===== src/rtl/pipes_pkg.sv =====
// Shared types for the in-order pipeline controller: stage vectors and PC source select.
package pipes_pkg;

  localparam int NSTAGE_DEF = 5;

  typedef logic [NSTAGE_DEF-1:0] stage_vec_t;

  typedef enum logic [1:0] {
    PC_SEQ   = 2'd0,
    PC_REDIR = 2'd1,
    PC_TRAP  = 2'd2
  } pc_sel_t;

endpackage


===== src/rtl/perf_counter.sv =====
// Free-running event counter with enable; wraps silently at 2^W.
module perf_counter #(
  parameter int W = 64
) (
  input  logic         clk,
  input  logic         rst_n,
  input  logic         inc,
  output logic [W-1:0] count
);

  // NOTE: sequential state uses non-blocking assignments so every flop samples pre-edge values.
  always_ff @(posedge clk or negedge rst_n) begin
    if (!rst_n)   count <= '0;
    else if (inc) count <= count + W'(1);
  end

endmodule


===== src/rtl/pipeline_ctrl.sv =====
// Stall/flush/valid controller for an NSTAGE-register in-order pipeline with redirect, trap
// kill and cycle/instret counters.
module pipeline_ctrl
  import pipes_pkg::*;
#(
  parameter int NSTAGE = 5,
  parameter int RS     = 2,
  parameter int CNT_W  = 64
) (
  input  logic              clk,
  input  logic              reset,
  input  logic              in_valid,
  input  logic [NSTAGE-1:0] busy,
  input  logic [NSTAGE-1:0] hazard,
  input  logic              redirect,
  input  logic              trap,
  output logic [NSTAGE-1:0] stall,
  output logic [NSTAGE-1:0] flush,
  output logic [NSTAGE-1:0] valid,
  output logic              pc_en,
  output logic [1:0]        pc_load,
  output logic              retire,
  output logic [CNT_W-1:0]  cycle_cnt,
  output logic [CNT_W-1:0]  instret_cnt
);

  logic [NSTAGE-1:0] accept;
  logic [NSTAGE-1:0] take;
  logic              trap_q;
  logic              redir_ok;
  pc_sel_t           pc_sel;

  // NOTE: every always_comb output gets a default first so no path can infer a latch.
  always_comb begin
    accept = '0;
    take   = '0;
    flush  = '0;
    stall  = '0;
    pc_sel = PC_SEQ;
    pc_en  = 1'b0;

    // The commit register drains every cycle; the chain then runs back towards fetch so no
    // bit depends on a lower-indexed one and no loop can form.
    accept[NSTAGE-1] = 1'b1;
    take[NSTAGE-1]   = !busy[NSTAGE-1] && !hazard[NSTAGE-1];
    for (int i = NSTAGE - 2; i >= 0; i--) begin
      accept[i] = !valid[i] || take[i+1];
      take[i]   = accept[i] && !busy[i] && !hazard[i];
    end

    trap_q   = trap && valid[NSTAGE-1];
    redir_ok = redirect && take[RS] && valid[RS-1] && !trap_q;

    for (int i = 0; i < NSTAGE; i++) begin
      if (trap_q)                 flush[i] = 1'b1;
      else if (redir_ok && i < RS) flush[i] = 1'b1;
      else                        flush[i] = accept[i] && !take[i];
      stall[i] = !accept[i] && !flush[i];
    end

    if (trap_q) begin
      pc_en  = 1'b1;
      pc_sel = PC_TRAP;
    end else if (redir_ok) begin
      pc_en  = 1'b1;
      pc_sel = PC_REDIR;
    end else begin
      pc_en  = take[0];
      pc_sel = PC_SEQ;
    end
  end

  assign pc_load = pc_sel;
  assign retire  = valid[NSTAGE-1] && !trap;

  always_ff @(posedge clk or negedge reset) begin
    if (!reset) begin
      valid <= '0;
    end else begin
      for (int i = 0; i < NSTAGE; i++) begin
        if (flush[i])     valid[i] <= 1'b0;
        else if (take[i]) valid[i] <= (i == 0) ? in_valid : valid[i-1];
      end
    end
  end

  perf_counter #(.W(CNT_W)) u_cycle (
    .clk   (clk),
    .rst_n (reset),
    .inc   (1'b1),
    .count (cycle_cnt)
  );

  perf_counter #(.W(CNT_W)) u_instret (
    .clk   (clk),
    .rst_n (reset),
    .inc   (retire),
    .count (instret_cnt)
  );

endmodule

===== config.mk =====
export PLATFORM = sky130hd
export DESIGN_NAME = pipeline_ctrl
export DESIGN_NICKNAME = d
export VERILOG_FILES = /design/src/rtl/pipes_pkg.sv /design/src/rtl/perf_counter.sv /design/src/rtl/pipeline_ctrl.sv
export SDC_FILE = /design/constraint.sdc
export NUM_CORES = 1
export LEC_CHECK = 0
export CORE_MARGIN = 4
export CORE_UTILIZATION = 50
export DETAILED_ROUTE_END_ITERATION = 7
export HOLD_SLACK_MARGIN = 0.05
export PLACE_DENSITY = 0.82
export SYNTH_ARGS = -nofsm -noshare
export SYNTH_HDL_FRONTEND = slang
export SYNTH_SLANG_ARGS = --single-unit
export TNS_END_PERCENT = 1

===== constraint.sdc =====
create_clock -name clk -period 5.1 [get_ports clk]
set_input_delay 0.765 -clock clk [delete_from_list [all_inputs] [get_ports clk]]
set_output_delay 0.765 -clock clk [all_outputs]
set_load 0.02 [all_outputs]

==> metrics.txt, run 1 <==
# TYPE chip_impl_metric gauge
chip_impl_metric{name="drt-initial-drc-count",unit=""} 433
chip_impl_metric{name="cts_buffers",unit=""} 17
chip_impl_metric{name="grt_pass1_vias",unit=""} 5189
chip_impl_metric{name="ys_seq_elements",unit=""} 133
chip_impl_metric{name="detail_route.drc_violations",unit=""} 0
chip_impl_metric{name="clock-skew-final",unit="ps"} 8.91
chip_impl_info{name="topRoutingLayerUsed",value="met4"} 1
chip_impl_info{name="critical_path.reg2reg.endpoint",value="u_instret.count[54]$_DFFE_PN0P_"} 1
chip_impl_info{name="dominant_combinational_cell_family_by_area_after_synthesis",value="simple AND/OR/NAND/NOR gates"} 1
chip_impl_metric{name="syn-num-nets",unit=""} 582
chip_impl_metric{name="dp_slack",unit="ps"} 1210
chip_impl_info{name="final_cell_mix",value="159 x clkdlybuf4s50_1, 133 x dfrtp_1, 72 x xnor2_1"} 1
chip_impl_info{name="rsz_0062_raised_after_global_routing",value="no"} 1
chip_impl_metric{name="post_cts_buffers",unit=""} 0
chip_impl_metric{name="minimum_period_implied_by_the_final_worst_setup_slack",unit="ps"} 3900
chip_impl_metric{name="layout_worst_path_cycle_share",unit=""} 0.766
chip_impl_metric{name="final_max_slew_viol_count",unit=""} 0
chip_impl_metric{name="num_vias",unit=""} 5106
chip_impl_metric{name="power.density",unit="nW/um^2"} 303
chip_impl_metric{name="ff2ff_path_depth",unit=""} 6
chip_impl_metric{name="postCtsHoldBufs",unit=""} 0
chip_impl_metric{name="fmax",unit="GHz"} 0.256
chip_impl_metric{name="drt_wl_total",unit="mm"} 15.3
chip_impl_metric{name="grt_antenna_before_repair",unit=""} 0
chip_impl_metric{name="syn-instance-count",unit=""} 565
chip_impl_metric{name="syn_area_per_cell",unit="um^2"} 11.0
chip_impl_info{name="critPathCaptureType",value="primary output"} 1
chip_impl_metric{name="yosys.area_share.xor_xnor",unit=""} 0.177
chip_impl_metric{name="netlist-cell-type-count",unit=""} 38
chip_impl_metric{name="clk_pin_slew_worst_paths",unit="ps"} 60
chip_impl_metric{name="cellLeakagePower",unit="nW"} 3.80
chip_impl_info{name="cts-root-buf",value="clkbuf_16"} 1
chip_impl_metric{name="timing_worst_slew_pin_value",unit="ps"} 663
chip_impl_metric{name="timing.setup.tns",unit="ps"} 0
chip_impl_metric{name="initial_core_util",unit=""} 0.513
chip_impl_metric{name="mappedNetlistArea",unit="um^2"} 6190
chip_impl_metric{name="synth.yosys.seq_area_share",unit=""} 0.538
chip_impl_info{name="tritoncts_clock_tree",value="built"} 1
chip_impl_metric{name="drive_gt1_frac",unit=""} 0.0795
chip_impl_metric{name="synthesis.yosys.warnings",unit=""} 0
chip_impl_metric{name="grt_first_pass_wirelength",unit="mm"} 25.5
chip_impl_metric{name="synth_compound_gate_area_share",unit=""} 0.0156
chip_impl_metric{name="clock_tree.buffer_depth",unit=""} 2
chip_impl_metric{name="nets",unit=""} 759
chip_impl_metric{name="dp_hpwl",unit="mm"} 11.1
chip_impl_metric{name="die_area",unit="um^2"} 14200
chip_impl_metric{name="gr-usage-all-layers",unit=""} 0.223
chip_impl_metric{name="grt_max_degree",unit=""} 55
chip_impl_metric{name="rows",unit=""} 40
chip_impl_metric{name="die_h",unit="um"} 119
chip_impl_metric{name="port_buffer_count",unit=""} 160
chip_impl_metric{name="io-pin-count",unit=""} 162
chip_impl_metric{name="coreArea",unit="um^2"} 12100
chip_impl_metric{name="grt-ovfl-total",unit=""} 0
chip_impl_metric{name="antenna_cells",unit=""} 0
chip_impl_metric{name="syn_to_layout_area_delta",unit="%"} 38.9
chip_impl_info{name="worstReg2RegStart",value="u_instret.count[0]$_DFFE_PN0P_"} 1
chip_impl_metric{name="post_synth_and_or_nand_nor_area_fraction",unit=""} 0.249
chip_impl_info{name="run_status",value="complete, no violations"} 1
chip_impl_info{name="criticalPathCategory",value="input pin to primary output"} 1
chip_impl_info{name="mostFrequentLayoutCell",value="clkdlybuf4s50_1"} 1
chip_impl_metric{name="met2_length",unit="mm"} 7.56
chip_impl_metric{name="cts.sinks",unit=""} 133
chip_impl_metric{name="maxSlewHeadroom",unit=""} 0.558
chip_impl_metric{name="route.detailed.wl_per_inst",unit="um"} 16.6
chip_impl_metric{name="regToRegSetupSlack",unit="ps"} 2740
chip_impl_info{name="timing.hold.worst.class",value="input pin to async pin"} 1
chip_impl_metric{name="hold_viol_final",unit=""} 0
chip_impl_metric{name="route.layer.met1.wl",unit="mm"} 6.39
chip_impl_metric{name="final_weighted_congestion_of_routability_driven_global_placement",unit=""} 0.893
chip_impl_metric{name="finalWorstSetupSlack",unit="ps"} 1200
chip_impl_info{name="element_type_at_the_critical_path_start",value="input pin"} 1
chip_impl_metric{name="synth_fa_ha_area_frac",unit=""} 0.00404
chip_impl_metric{name="power.ir.vdd_worst",unit="uV"} 224
chip_impl_metric{name="critical_path_peak_fanout",unit=""} 4
chip_impl_metric{name="drt_first_pass_iters",unit=""} 5
chip_impl_metric{name="cp.required",unit="ps"} 4340
chip_impl_metric{name="h_tree_level_count",unit=""} 4
chip_impl_metric{name="vias_per_cell",unit=""} 5.53
chip_impl_metric{name="finalSetupViolCount",unit=""} 0
chip_impl_metric{name="worst_ep_arrival_time",unit="ps"} 3140
chip_impl_metric{name="synth_mux_area_frac",unit=""} 0.00182
chip_impl_metric{name="maxCapViolCount",unit=""} 0
chip_impl_metric{name="insertion_delay",unit="ps"} 410
chip_impl_metric{name="cts.repair.resized",unit=""} 0
chip_impl_metric{name="ant_nets",unit=""} 0
chip_impl_metric{name="wl_met3",unit="um"} 921
chip_impl_metric{name="die_width",unit="um"} 119
## per-stage QoR
step	instances	total power, W	util	area [um^2]	hold WS [ps]
floorplan	565	0.00123	-	6190	469
finish	923	0.00260	0.713	8600	392
detailed placement	891	0.00138	0.662	7990	461
global placement	891	0.00137	0.662	7990	457
CTS	923	0.00263	0.713	8600	399
global route	923	0.00269	0.713	8600	439
## worst max path at each step
stage | cells past startpoint | end | startpoint | slack (ps)
after floorplan | 5 | pc_en | busy[4] | 2200
after global placement | 7 | pc_en | busy[4] | 1310
after detailed placement | 7 | pc_en | busy[4] | 1210
after CTS | 7 | pc_en | busy[4] | 1180
after global routing | 7 | pc_en | busy[4] | 1030
final | 7 | pc_en | busy[4] | 1200
## registers in the layout (all words and copies together), names as in the netlist
| register | flops |
|---|---|
| u_instret.count | 64 |
| valid | 5 |
| u_cycle.count | 64 |
## cells in the mapped netlist (all sizes together)
cell type	number	area, um^2
xnor2	72	631
dfrtp	133	3330
a21oi	3	15.0
o21ai	4	20.0
conb	1	3.75
buf	6	40.0
nand2	48	180
inv	13	48.8
mux2	1	11.3
a21boi	2	15.0
nand3	49	250
or2	1	6.26
nand4b	1	8.76
ha	2	25.0
xor2	53	464
nor2	49	184
and3	13	81.3
nor3b	3	32.5
a31o	1	8.76
nor2b	2	12.5
o31ai	3	22.5
nand3b	1	7.51
and2	6	37.5
nor3	21	121
o21a	2	15.0
nor4	19	201
or4	1	11.3
and4	6	52.6
nand4	49	353
## cell type report
cell class              count  area (um^2)
well taps                 168          210
repair buffers            164         1630
fillers                   892         3460
clock buffers              20          457
flip-flops and latches    133         3330
multi-input cells         413         2770
inverters                  13         48.8
clock inverters            12          154
## where the power goes
group	internal (W)	switching, W	total [W]
combinational	0.000117	0.000140	0.000257
sequential	0.00108	0.0000265	0.00110
clock	0.000793	0.000450	0.00124
total	0.00199	0.000617	0.00260
## layer usage
layer	vias up	GRT usage
li1	2334	-
met3	38	0.0608
met5	-	0
met4	0	0.109
met1	2535	0.281
met2	199	0.357
## cell families (layout without fill, tap and decap cells)
family,after synthesis,after routing
AND/OR/NAND/NOR,269,269
flip-flops,133,133
AO/OA/AOI/OAI,15,15
multiplexers,1,1
other,1,1
XOR/XNOR,125,125
buffers and inverters,19,209
adder cells (fa/ha/maj),2,2
## worst max-delay path: stages
cell,delay (ps)
clkdlybuf4s50_1,440
o21ai_0,240
a21boi_0,200
o31ai_1,350
a21boi_0,240
o31ai_1,250
clkdlybuf4s50_1,660
(Power assumes the default switching activity.)
==> inputs of run 2 (changes only) <==
--- a/config.mk
+++ b/config.mk
@@ -6,10 +6,10 @@
 export NUM_CORES = 1
 export LEC_CHECK = 0
 export CORE_MARGIN = 4
-export CORE_UTILIZATION = 50
+export CORE_UTILIZATION = 44
 export DETAILED_ROUTE_END_ITERATION = 7
 export HOLD_SLACK_MARGIN = 0.05
-export PLACE_DENSITY = 0.82
+export PLACE_DENSITY = 0.76
 export SYNTH_ARGS = -nofsm -noshare
 export SYNTH_HDL_FRONTEND = slang
 export SYNTH_SLANG_ARGS = --single-unit
==> constraint.sdc (replaced) <==
create_clock -name clk -period 3.15 [get_ports clk]
set_input_delay 0.4725 -clock clk [delete_from_list [all_inputs] [get_ports clk]]
set_output_delay 0.4725 -clock clk [all_outputs]
set_load 0.02 [all_outputs]
==> run 2 against run 1 <==
Global-route usage down 3.0 points. Total power grew 58%. Cell count increased by 1.4%. Sequential power increased by 63%. Clock power up 55%. Critical path type unchanged. Largest cell class unchanged.
==> metrics.txt, run 2 (synthesized netlist as in run 1, its figures left out) <==
# TYPE chip_impl_metric gauge
chip_impl_metric{name="timing.setup.tns",unit="ps"} 0
chip_impl_metric{name="minimum_period_implied_by_the_final_worst_setup_slack",unit="ps"} 3010
chip_impl_metric{name="post_cts_buffers",unit=""} 0
chip_impl_info{name="rsz_0062_raised_after_global_routing",value="yes"} 1
chip_impl_info{name="timing.hold.worst.class",value="register to register"} 1
chip_impl_metric{name="seq_power_share",unit=""} 0.433
chip_impl_metric{name="regToRegSetupSlack",unit="ps"} 920
chip_impl_metric{name="clockPowerShare",unit=""} 0.466
chip_impl_metric{name="cts.sinks",unit=""} 133
chip_impl_metric{name="critical_path_peak_fanout",unit=""} 4
chip_impl_metric{name="grt_antenna_before_repair",unit=""} 0
chip_impl_metric{name="maxCapViolCount",unit=""} 0
chip_impl_metric{name="insertion_delay",unit="ps"} 410
chip_impl_metric{name="layout_worst_path_cycle_share",unit=""} 0.954
chip_impl_metric{name="die_h",unit="um"} 127
chip_impl_metric{name="post-layout-total-power",unit="W"} 0.00413
chip_impl_metric{name="final_weighted_congestion_of_routability_driven_global_placement",unit=""} 0.835
chip_impl_metric{name="place_inst",unit=""} 904
chip_impl_metric{name="fin_area",unit="um^2"} 8620
chip_impl_metric{name="hold_viol_final",unit=""} 0
chip_impl_info{name="mostFrequentLayoutCell",value="clkdlybuf4s50_1"} 1
chip_impl_info{name="reg_top3",value="u_cycle.count x64, u_instret.count x64, valid x5"} 1
chip_impl_metric{name="fmax",unit="GHz"} 0.333
chip_impl_metric{name="timing_worst_slew_pin_value",unit="ps"} 719
chip_impl_metric{name="fin_hold_ws",unit="ps"} 474
chip_impl_metric{name="clock_tree.buffer_depth",unit=""} 2
chip_impl_metric{name="power.ir.vdd_worst",unit="uV"} 430
chip_impl_metric{name="ff2ff_path_depth",unit=""} 5
chip_impl_metric{name="clock-skew-final",unit="ps"} 4.05
chip_impl_info{name="criticalPathCategory",value="input pin to primary output"} 1
chip_impl_metric{name="power.switching",unit="W"} 0.000987
chip_impl_metric{name="layoutNonFillerInstCount",unit=""} 936
chip_impl_metric{name="gr-usage-all-layers",unit=""} 0.194
chip_impl_metric{name="vias_per_cell",unit=""} 5.34
chip_impl_metric{name="final_max_slew_viol_count",unit=""} 0
chip_impl_info{name="crit_end",value="stall[0]"} 1
chip_impl_metric{name="cp.required",unit="ps"} 2680
chip_impl_metric{name="drt_wl_total",unit="mm"} 14.9
chip_impl_metric{name="drt_first_pass_iters",unit=""} 5
chip_impl_metric{name="io-pin-count",unit=""} 162
chip_impl_metric{name="drt-initial-drc-count",unit=""} 380
chip_impl_metric{name="p_sw_frac",unit=""} 0.239
chip_impl_metric{name="pwr-share-comb",unit=""} 0.101
chip_impl_info{name="critPathLaunch",value="busy[4]"} 1
chip_impl_info{name="final_cell_mix",value="156 x clkdlybuf4s50_1, 133 x dfrtp_1, 72 x xnor2_1"} 1
chip_impl_metric{name="clk_pin_slew_worst_paths",unit="ps"} 60
chip_impl_metric{name="die_area",unit="um^2"} 16000
chip_impl_metric{name="maxSlewHeadroom",unit=""} 0.516
chip_impl_metric{name="cts_buffers",unit=""} 17
chip_impl_info{name="run_status",value="complete, no violations"} 1
chip_impl_metric{name="detailed_place.area",unit="um^2"} 8020
chip_impl_metric{name="power.density",unit="nW/um^2"} 479
chip_impl_metric{name="initial_core_util",unit=""} 0.448
chip_impl_metric{name="antenna_cells",unit=""} 0
chip_impl_metric{name="grt_max_degree",unit=""} 97
chip_impl_metric{name="drive_gt1_frac",unit=""} 0.0820
chip_impl_metric{name="nets",unit=""} 761
chip_impl_info{name="element_type_at_the_critical_path_start",value="input pin"} 1
chip_impl_metric{name="n_fill_cell",unit=""} 1074
chip_impl_metric{name="rows",unit=""} 43
chip_impl_metric{name="route.detailed.wl_per_inst",unit="um"} 15.9
chip_impl_metric{name="die_width",unit="um"} 127
chip_impl_metric{name="internal_power",unit="W"} 0.00314
chip_impl_metric{name="detail_route.drc_violations",unit=""} 0
chip_impl_metric{name="grt-ovfl-total",unit=""} 0
chip_impl_metric{name="h_tree_level_count",unit=""} 4
chip_impl_metric{name="port_buffer_count",unit=""} 160
chip_impl_info{name="critPathCaptureType",value="primary output"} 1
chip_impl_info{name="cts-root-buf",value="clkbuf_16"} 1
chip_impl_metric{name="cellLeakagePower",unit="nW"} 3.82
chip_impl_metric{name="num_vias",unit=""} 5000
chip_impl_metric{name="grt_first_pass_wirelength",unit="mm"} 25.1
chip_impl_metric{name="coreArea",unit="um^2"} 13800
chip_impl_info{name="critical_path.reg2reg.endpoint",value="u_cycle.count[61]$_DFF_PN0_"} 1
chip_impl_metric{name="finalSetupViolCount",unit=""} 0
chip_impl_metric{name="grt_pass1_vias",unit=""} 5060
chip_impl_metric{name="syn_to_layout_area_delta",unit="%"} 39.3
chip_impl_info{name="tritoncts_clock_tree",value="built"} 1
chip_impl_metric{name="dp_hpwl",unit="mm"} 10.9
chip_impl_metric{name="ant_nets",unit=""} 0
chip_impl_info{name="worstReg2RegStart",value="u_cycle.count[2]$_DFF_PN0_"} 1
chip_impl_metric{name="worst_ep_arrival_time",unit="ps"} 2530
==> run 2: stage by stage <==
stage | util | worst slack (ps)
final | 0.624 | 144
after global routing | 0.624 | -15.1
after CTS | 0.623 | -37.3
after detailed placement | 0.580 | -92.7
after global placement | 0.580 | -36.3
after floorplan | - | 839
==> run 2: worst max-delay path, stage by stage <==
cell and delay (ps):
clkdlybuf4s50_1 500, o21ai_0 120, a21boi_0 310, o31ai_2 120, a21boi_1 230, and2_1 170
clkdlybuf4s50_1 610
==> run 2: how the worst min path moves through the flow <==
stage | slack, ps | depth (start not counted) | to | from
global route | 500 | 1 | u_instret.count[31]$_DFFE_PN0P_ | u_instret.count[31]$_DFFE_PN0P_
detailed placement | 460 | 1 | u_cycle.count[63]$_DFF_PN0_ | u_cycle.count[63]$_DFF_PN0_
CTS | 470 | 1 | u_cycle.count[63]$_DFF_PN0_ | u_cycle.count[63]$_DFF_PN0_
floorplan | 180 | 0 | u_cycle.count[0]$_DFF_PN0_ | reset
finish | 470 | 1 | u_cycle.count[63]$_DFF_PN0_ | u_cycle.count[63]$_DFF_PN0_
global placement | 450 | 1 | u_instret.count[63]$_DFFE_PN0P_ | u_instret.count[63]$_DFFE_PN0P_
==> run 2: final cells by class <==
| type | instances | area, um^2 | area share |
|---|---|---|---|
| clock inverters | 12 | 129 | 0.0149 |
| multi-input cells | 413 | 2780 | 0.322 |
| inverters | 13 | 48.8 | 0.00566 |
| flip-flops and latches | 133 | 3330 | 0.386 |
| repair buffers | 166 | 1660 | 0.193 |
| well taps | 180 | 225 | 0.0261 |
| clock buffers | 19 | 453 | 0.0525 |
==> run 2: layer usage <==
| layer | global-route usage | routed length [um] | vias up |
|---|---|---|---|
| li1 | - | - | 2335 |
| met2 | 0.304 | 7210 | 174 |
| met3 | 0.0543 | 997 | 25 |
| met5 | 0 | 0 | - |
| met4 | 0.0820 | 277 | 0 |
| met1 | 0.253 | 6420 | 2466 |
==> run 2: timing repair <==
item,4_1_cts,5_1_grt
hold buffers,1,0
pin swaps,0,0
cloned,0,0
setup endpoints to repair,2,3
hold endpoints to repair,37,0
resized for setup,1,4
==> run 2: power groups by stage <==
stage	clock network, W	logic [W]	registers, W
3_3_place_gp	0	0.000419	0.00181
4_1_cts	0.00197	0.000427	0.00179
3_5_place_dp	0	0.000426	0.00182
2_1_floorplan	0	0.000144	0.00185
6_report	0.00192	0.000419	0.00179
5_1_grt	0.00205	0.000454	0.00179
